File: config.mk
export PLATFORM = sky130hd
export DESIGN_NAME = m_bpred_flat
export DESIGN_NICKNAME = d
export VERILOG_FILES = /design/src/rtl/m_bpred_if.sv /design/src/rtl/m_bpred.sv /design/src/flat_wrapper.sv
export SDC_FILE = /design/constraint.sdc
export NUM_CORES = 2
export LEC_CHECK = 0
export BUFFER_PORTS_ARGS = -buffer_cell sky130_fd_sc_hd__buf_2
export CAP_MARGIN = 30
export CORE_AREA = 10 10 387 389
export DETAILED_ROUTE_END_ITERATION = 8
export DIE_AREA = 0 0 397 399
export PLACE_DENSITY_LB_ADDON = 0.3
export SETUP_SLACK_MARGIN = 0.05
export SLEW_MARGIN = 30
export SYNTH_ARGS = -nofsm -noshare
export SYNTH_HDL_FRONTEND = slang
export SYNTH_SLANG_ARGS = --single-unit
File: constraint.sdc
create_clock -name w_clk -period 97.1 [get_ports w_clk]
set_input_delay 14.565 -clock w_clk [delete_from_list [all_inputs] [get_ports w_clk]]
set_output_delay 14.565 -clock w_clk [all_outputs]
set_load 0.1 [all_outputs]
File: src/rtl/m_bpred_if.sv
// Fetch/execute-side signal bundle for the m_bpred branch target buffer.
// The master side drives lookups and training, and the slave is the predictor.
interface m_bpred_if;
    logic [31:0] w_pc;
    logic        w_hit;
    logic        w_tkn;
    logic [31:0] w_ppc;
    logic        w_we;
    logic [31:0] w_upc;
    logic        w_utkn;
    logic [31:0] w_utpc;
    logic [15:0] w_nupd;

    modport master (
        output w_pc, w_we, w_upc, w_utkn, w_utpc,
        input  w_hit, w_tkn, w_ppc, w_nupd
    );

    modport slave (
        input  w_pc, w_we, w_upc, w_utkn, w_utpc,
        output w_hit, w_tkn, w_ppc, w_nupd
    );
endinterface

File: src/rtl/m_bpred.sv
// Direct-mapped BTB with combinational lookup and execute-stage training.
// Define BPRED_CTR_EN to enable per-entry 2-bit direction counters; otherwise a tag hit predicts taken.
module m_bpred #(
    parameter int IDX_W = 5
) (
    input logic      w_clk,
    input logic      w_rst,
    m_bpred_if.slave bus
);
    localparam int N     = 1 << IDX_W;
    localparam int TAG_W = 32 - IDX_W - 2;

    logic             r_valid [N];
    logic [TAG_W-1:0] r_tag   [N];
    logic [31:0]      r_tgt   [N];
`ifdef BPRED_CTR_EN
    logic [1:0]       r_ctr   [N];
`endif
    logic [15:0]      r_nupd;

    logic [IDX_W-1:0] w_lidx;
    logic [TAG_W-1:0] w_ltag;
    logic [IDX_W-1:0] w_uidx;
    logic [TAG_W-1:0] w_utag;
    logic             w_lhit;
    logic             w_uhit;
    logic             w_unused;

    assign w_lidx = bus.w_pc[IDX_W+1:2];
    assign w_ltag = bus.w_pc[31:IDX_W+2];
    assign w_uidx = bus.w_upc[IDX_W+1:2];
    assign w_utag = bus.w_upc[31:IDX_W+2];

    // Byte-offset bits never take part in indexing or tag compare.
    assign w_unused = ^{bus.w_pc[1:0], bus.w_upc[1:0]};

    assign w_lhit = r_valid[w_lidx] && (r_tag[w_lidx] == w_ltag);
    assign w_uhit = r_valid[w_uidx] && (r_tag[w_uidx] == w_utag);

    assign bus.w_hit  = w_lhit;
`ifdef BPRED_CTR_EN
    assign bus.w_tkn  = w_lhit & r_ctr[w_lidx][1];
`else
    assign bus.w_tkn  = w_lhit;
`endif
    assign bus.w_ppc  = r_tgt[w_lidx];
    assign bus.w_nupd = r_nupd;

    // Training writes land at the clock edge, so a lookup in the same cycle still sees the old entry.
    always_ff @(posedge w_clk or posedge w_rst) begin
        if (w_rst) begin
            for (int i = 0; i < N; i++) begin
                r_valid[i] <= 1'b0;
                r_tag[i]   <= '0;
                r_tgt[i]   <= 32'h0;
`ifdef BPRED_CTR_EN
                r_ctr[i]   <= 2'b01;
`endif
            end
            r_nupd <= 16'h0;
        end else if (bus.w_we) begin
            if (r_nupd != 16'hFFFF) begin
                r_nupd <= r_nupd + 16'd1;
            end
`ifdef BPRED_CTR_EN
            if (w_uhit) begin
                if (bus.w_utkn) begin
                    if (r_ctr[w_uidx] != 2'b11) begin
                        r_ctr[w_uidx] <= r_ctr[w_uidx] + 2'd1;
                    end
                    r_tgt[w_uidx] <= bus.w_utpc;
                end else if (r_ctr[w_uidx] != 2'b00) begin
                    r_ctr[w_uidx] <= r_ctr[w_uidx] - 2'd1;
                end
            end else if (bus.w_utkn) begin
                r_valid[w_uidx] <= 1'b1;
                r_tag[w_uidx]   <= w_utag;
                r_tgt[w_uidx]   <= bus.w_utpc;
                r_ctr[w_uidx]   <= 2'b10;
            end
`else
            // Without counters a not-taken hit simply retires the entry.
            if (bus.w_utkn) begin
                r_valid[w_uidx] <= 1'b1;
                r_tag[w_uidx]   <= w_utag;
                r_tgt[w_uidx]   <= bus.w_utpc;
            end else if (w_uhit) begin
                r_valid[w_uidx] <= 1'b0;
            end
`endif
        end
    end
endmodule

File: src/flat_wrapper.sv
// flat-port wrapper written by rule: the top's interface ports become plain ports
module m_bpred_flat 
#(
    parameter int IDX_W = 5
)
  (w_clk, w_rst, bus_w_pc, bus_w_we, bus_w_upc, bus_w_utkn, bus_w_utpc, bus_w_hit, bus_w_tkn, bus_w_ppc, bus_w_nupd);
  m_bpred_if bus_i ();
  input logic w_clk;
  input logic w_rst;
  input wire logic [$bits(bus_i.w_pc)-1:0] bus_w_pc;
  input wire logic [$bits(bus_i.w_we)-1:0] bus_w_we;
  input wire logic [$bits(bus_i.w_upc)-1:0] bus_w_upc;
  input wire logic [$bits(bus_i.w_utkn)-1:0] bus_w_utkn;
  input wire logic [$bits(bus_i.w_utpc)-1:0] bus_w_utpc;
  output wire logic [$bits(bus_i.w_hit)-1:0] bus_w_hit;
  output wire logic [$bits(bus_i.w_tkn)-1:0] bus_w_tkn;
  output wire logic [$bits(bus_i.w_ppc)-1:0] bus_w_ppc;
  output wire logic [$bits(bus_i.w_nupd)-1:0] bus_w_nupd;
  assign bus_i.w_pc = bus_w_pc;
  assign bus_i.w_we = bus_w_we;
  assign bus_i.w_upc = bus_w_upc;
  assign bus_i.w_utkn = bus_w_utkn;
  assign bus_i.w_utpc = bus_w_utpc;
  assign bus_w_hit = bus_i.w_hit;
  assign bus_w_tkn = bus_i.w_tkn;
  assign bus_w_ppc = bus_i.w_ppc;
  assign bus_w_nupd = bus_i.w_nupd;
  m_bpred #(.IDX_W(IDX_W)) u_core (.w_clk(w_clk), .w_rst(w_rst), .bus(bus_i));
endmodule
After elaboration in Yosys (flattened, before gate mapping)
Cells that the tools add are included.
{"block": "op_classes", "reduce_logical": 7, "n_eq_ne": 3, "order_cmp": 3, "bitwise": 5, "muxes": 25, "addsub": 1}
{"operator": "$bwmux W1024", "count": 1}
{"operator": "$bwmux W800", "count": 1}
{"operator": "$bmux W25 S5", "count": 2}
{"operator": "$bmux W32 S5", "count": 1}
{"operator": "$demux W32 S5", "count": 1}
{"operator": "$mux W32", "count": 5}
{"operator": "$demux W25 S5", "count": 1}
{"operator": "$mux W25", "count": 5}
{"operator": "$eq A25 B25 Y1", "count": 2}
{"operator": "$and A32 B32 Y32", "count": 1}
{"operator": "$not A32 Y32", "count": 1}
{"operator": "$or A32 B32 Y32", "count": 1}
{"operator": "$add A16 B1 Y16 const B", "count": 1}
{"operator": "$ne A16 B16 Y1 const B", "count": 1}
{"operator": "$ge A6 B6 Y1 const B", "count": 2}
{"operator": "$not A5 Y6", "count": 2}
{"operator": "$bmux W1 S5", "count": 2}
{"operator": "$lt A6 B1 Y1 const B", "count": 1}
{"operator": "$reduce_and A2 Y1", "count": 3}
{"operator": "$demux W1 S5", "count": 1}
{"operator": "$mux W1", "count": 5}
{"operator": "$logic_and A1 B1 Y1", "count": 3}
{"operator": "$reduce_bool A2 Y1", "count": 1}
{"block": "totals", "elab_cells": 141, "input_bits": 100, "output_inout_bits": 50, "register_bits": 1872}

Logic depth before layout (Yosys ltp)
{"block": "depth", "ltp_word": 9, "ltp_mapped": 13, "depth_no_buf": 8}

Worst setup path after synthesis
No wires, ideal clock.
{"block": "synth_path", "path_kind": "input-to-output", "from": "input bus_w_pc[2]", "to": "output bus_w_tkn", "n_path_buf": 5, "setup_slack_ps": 61866, "path_stages": 11, "arrival_ps": 20669, "required_ps": 82535, "cell_sequence": "clkbuf_1 -> buf_2 -> buf_2 -> buf_2 -> mux4_2 -> mux4_2 -> a21oi_1 -> xor2_1 -> nand4_1 -> nor4_1 -> buf_4"}
{"block": "synth_between", "elab_chain_cells": 6, "elab_cells_between_ends": 9, "cone_classes": "1 x eq/ne; 6 x mux; 1 x bitwise; 1 x reduce/logical"}
{"item": "start: declaration", "line": "flat_wrapper.sv:10", "rtl": "input wire logic [$bits(bus_i.w_pc)-1:0] bus_w_pc;"}
{"item": "$not A5 Y6 (implied by the code) (*)", "line": "m_bpred.sv:37", "rtl": "assign w_lhit = r_valid[w_lidx] && (r_tag[w_lidx] == w_ltag);"}
{"item": "$bmux W25 S5", "line": "m_bpred.sv:37"}
{"item": "$mux W25 (implied by the code) (2 in series)", "line": "m_bpred.sv:37"}
{"item": "$eq A25 B25 Y1", "line": "m_bpred.sv:37"}
{"item": "$logic_and A1 B1 Y1 (*)", "line": "m_bpred.sv:37"}
{"item": "end: declaration", "line": "flat_wrapper.sv:16", "rtl": "output wire logic [$bits(bus_i.w_tkn)-1:0] bus_w_tkn;"}
Every way passes the cells marked *; elsewhere a longest branch is shown, timed or not. The select of a mux whose other input is x is not followed.

Worst setup path after layout
{"block": "layout_path", "from": "input bus_w_pc[2]", "to": "output bus_w_hit"}
{"block": "layout_between", "elab_chain_cells": 6, "elab_cells_between_ends": 9, "cone_classes": "1 x eq/ne; 6 x mux; 1 x bitwise; 1 x reduce/logical"}
{"item": "$not A5 Y6 (implied by the code) (*)", "line": "m_bpred.sv:37"}
{"item": "$bmux W25 S5", "line": "m_bpred.sv:37"}
{"item": "$mux W25 (implied by the code) (2 in series)", "line": "m_bpred.sv:37"}
{"item": "$eq A25 B25 Y1", "line": "m_bpred.sv:37"}
{"item": "$logic_and A1 B1 Y1 (*)", "line": "m_bpred.sv:37"}
{"item": "end: declaration", "line": "flat_wrapper.sv:15", "rtl": "output wire logic [$bits(bus_i.w_hit)-1:0] bus_w_hit;"}
Marks and branches as above.

==> results.md <==
- Total congestion overflow: 0
- Commonest non-fill, non-tap cells in the layout: 1,872 x dfrtp_1, 1,857 x mux2_2, 574 x mux4_2
- Sequential share of power: between 40 and 50%
- Hold buffer count at cts: 0
- All-Layer GR Usage: about a third
- Clk Latency, worst-skew pair: 0.85 ns
- VDD IR max: slightly below 0.02 mV
- Avg Vias per Cell: 7.10
- Crit path capture type: primary output
- 1st-iter DRT viols: 5,777
- Clock Tree Root: clkbuf_16
- FMAX: 28.1 MHz
- IO Port Bufs: ~150
- Fin. max-slew vios: 0
- Cell Area, Synth: 91,600 um2
- Status: completed
- Chip Width: around 400 um
- Cell-internal power: roughly 1500 uW
- Post-synth ARST share: between 90% and 100%
- Row count: roughly 140
- Crit start category: input pin
- Worst Path Required: 82.53 ns
- Clock Path Buffers: 3
- Placed Instances: approximately 7,500
- Die area: between 150,000 and 200,000 um2
- Post-cts sizing count: 0
- NumNets Final: 5,889
- Met2 Wirelength: ~120,000 um
- Switching power: between 500 and 600 uW
- Finish-stage setup viols: 0
- Crit share post-route: 36.7%
- Fin crit period: about 36 ns
- Final hold viol count: 0
- Clock network fraction of design power: 37.5%
- Post-Synth Simple-Gate Area: 1.66%
- Switching Fraction: 26.3%
- Hold Crit Class: reg2reg
- Number of I/O pins: 150
- Pwr dens: just over 20 nW/um2
- Largest delay share family, worst path: buffers and inverters
- Clock Pin Slew Worst Setup and Hold Paths: 0.06 ns
- Largest stage delay on the critical path: 0.84 ns
- CTS Sinks: between 1,500 and 2,000
- Arrival @ worst endpoint: about 21 ns
- Compound-cell area share of the yosys netlist: 2.04%
- Post-synth top flop: dfrtp_1
- Antenna Violating Nets Remaining: 0
- Post-Route WL: around 250,000 um
- Syn Inst Count: a little under 6,000
- Most common cell after layout, fill and taps aside: dfrtp_1
- Pin count of the biggest net entering global routing: 177
- Via count: around 56,000
- Max-slew headroom at the worst pin: 26.6%
- Multiplexer share of the synthesized area: a little over two fifths
- CP Cell Sequence: buf_8, buf_4, buf_4, buf_4, mux4_2, mux4_2, mux2i_1, xnor2_1, nor4_1, nand4_1, nor4_1, buf_2
- Inserted Clock Buffers: around 190
- RSZ-0062 raised after global routing: false
- Global-route wire length before repair: 381,000 um
- Post-Synth Adder-Cell Area: 0.0137%
- CTS tree: done
- Placed wire-length estimate: 137,000 um
- Maxcap violations: 0
- H-tree depth: 4
- Residual DRC: 0
- Combinational group share of total power: 15.9%
- Routed WL per cell: between 30 and 40 um
- Routability cong.: 0.849
- Post-Synth XOR/XNOR Area: less than 1%
- Initial antenna violation count: 19
- Core area: 142,000 um2
- Vias in the first global route: between 50,000 and 60,000
- Detailed-router iteration count before antenna repair: 5
- Synth Register Bits: roughly 1,900
- YS warnings: 0
- Post-route insts no fill: about 7,900
- Setup TNS: 0 ns
- Top Metal Used: met5
- Main combinational cell family by area after synthesis: multiplexers
- Total power: between 2000 and 2500 uW
- Postcts setup bufs: 0
- Fin Clk Skew: around 0.028 ns
- CP Max Fanout: 63
- Die Span Y: 399 um
- Slew of the pin with the lowest slew margin: 1.10 ns
- R2r setup slk: ~93 ns
- Crit Path Class: in2out
- Met3 wire length: between 20,000 and 25,000 um
- Sequential share of the synthesized area: ~50%
- Initial core utilization: approximately 64%
- WL met1: between 100,000 and 150,000 um
- Area growth, synth to finish: 9.41%
- Yosys cell types: 47
- Most used cell, CP: buf_4
- Slowest CP cell: buf_4
- Share of layout cells above drive strength 1: around half
- P_leak: about 0.046 uW
- Syn avg cell area: around 15 um2
- Syn nets: approximately 6,000
- Count of buffer and inverter cells on the critical path: 5
- Post-synth EDFFs: 0
-- cell usage after synthesis (6+ instances only) --
| library cell | instances | area (um2) |
|---|---|---|
| xnor2_1 | 30 | 263 |
| o22ai_1 | 208 | 1300 |
| a221oi_1 | 7 | 61.3 |
| nor2_1 | 43 | 161 |
| mux2_2 | 1857 | 20900 |
| buf_4 | 27 | 203 |
| nand3_1 | 6 | 30.0 |
| buf_1 | 63 | 236 |
| buf_2 | 138 | 691 |
| mux4_2 | 574 | 12900 |
| nand2_1 | 34 | 128 |
| or2_2 | 8 | 50.1 |
| nand4_1 | 14 | 87.6 |
| dfrtp_1 | 1872 | 46800 |
| or4_1 | 13 | 97.6 |
| and3_1 | 14 | 87.6 |
| nor4_1 | 44 | 275 |
| a31oi_1 | 32 | 200 |
| mux2i_1 | 438 | 4380 |
| nor2b_1 | 22 | 138 |
| xor2_1 | 16 | 140 |
| clkbuf_1 | 368 | 1380 |
| buf_6 | 16 | 180 |
| a21oi_1 | 41 | 205 |
-- area by class of cell --
| class | instances | area [um2] |
|---|---|---|
| Antenna cell | 11 | 27.5 |
| Fill cell | 9075 | 42300 |
| Clock buffer | 283 | 5620 |
| Inverter | 1 | 11.3 |
| Multi-Input combinational cell | 3458 | 42400 |
| Sequential cell | 1872 | 46800 |
| Timing Repair Buffer | 266 | 2040 |
| Tap cell | 1903 | 2380 |
| Clock inverter | 62 | 887 |
-- path summary, 6_finish.rpt --
path	from	end	cells after the start
setup / recovery	bus_w_pc[2]	bus_w_hit	12
min in group asynchronous	w_rst	u_core.r_tgt[572]	2
hold / removal	u_core.bus.w_nupd[10]	u_core.bus.w_nupd[10]	1
max in group asynchronous	w_rst	u_core.r_tag[71]	7
hold reg to reg	u_core.bus.w_nupd[10]	u_core.bus.w_nupd[10]	1
setup reg to reg	u_core.r_tag[213]	flip-flop	8
-- logic make-up (layout without fill, tap and decap cells) --
| kind of cell | Yosys count | count (layout) |
|---|---|---|
| AOI/OAI and AO/OA | 301 | 301 |
| other | 0 | 11 |
| adders and majority gates | 1 | 1 |
| buffers and inverters | 613 | 612 |
| muxes | 2869 | 2869 |
| DFF | 1872 | 1872 |
| and+or+nand+nor | 241 | 241 |
| xor gates and xnor gates | 46 | 46 |
-- power by group through the flow --
| stage | clock network, uW | logic [uW] | registers, uW |
|---|---|---|---|
| floorplan | 0 | 251 | 957 |
| global placement | 0 | 311 | 953 |
| detailed placement | 0 | 321 | 962 |
| CTS | 769 | 323 | 948 |
| global route | 803 | 344 | 963 |
| finish | 763 | 323 | 952 |
-- metal layers --
metal	global-route usage, %	vias to the layer above
met2	49.5	2759
li1	-	22300
met3	7.22	821
met1	43.6	29900
met4	14.9	14
met5	0.303	-
-- through the flow --
step	setup slack (ns)	util [%]	hold WS [ns]	area, um2
floorplan	29.68	-	0.474	91600
global placement	61.42	65.5	0.473	93300
detailed placement	61.46	65.7	0.479	93500
CTS	61.44	70.2	0.493	100000
global route	61.06	70.3	0.499	100000
finish	61.48	70.3	0.492	100000
-- state kept, by name, summed over array words and instances (netlist names), named ones only --
| name | count |
|---|---|
| u_core.r_tgt | 1024 |
| u_core.r_tag | 800 |
| u_core.bus.w_nupd | 16 |
-- worst register-to-register path, delay by kind of cell (launching register included) --
kind	cells	cell delay (ns)
AOI/OAI and AO/OA	3	0.46
muxes	1	0.18
and+or+nand+nor	4	2.64
DFF	1	0.41
Note: power is estimated with default switching activity, not from simulation.
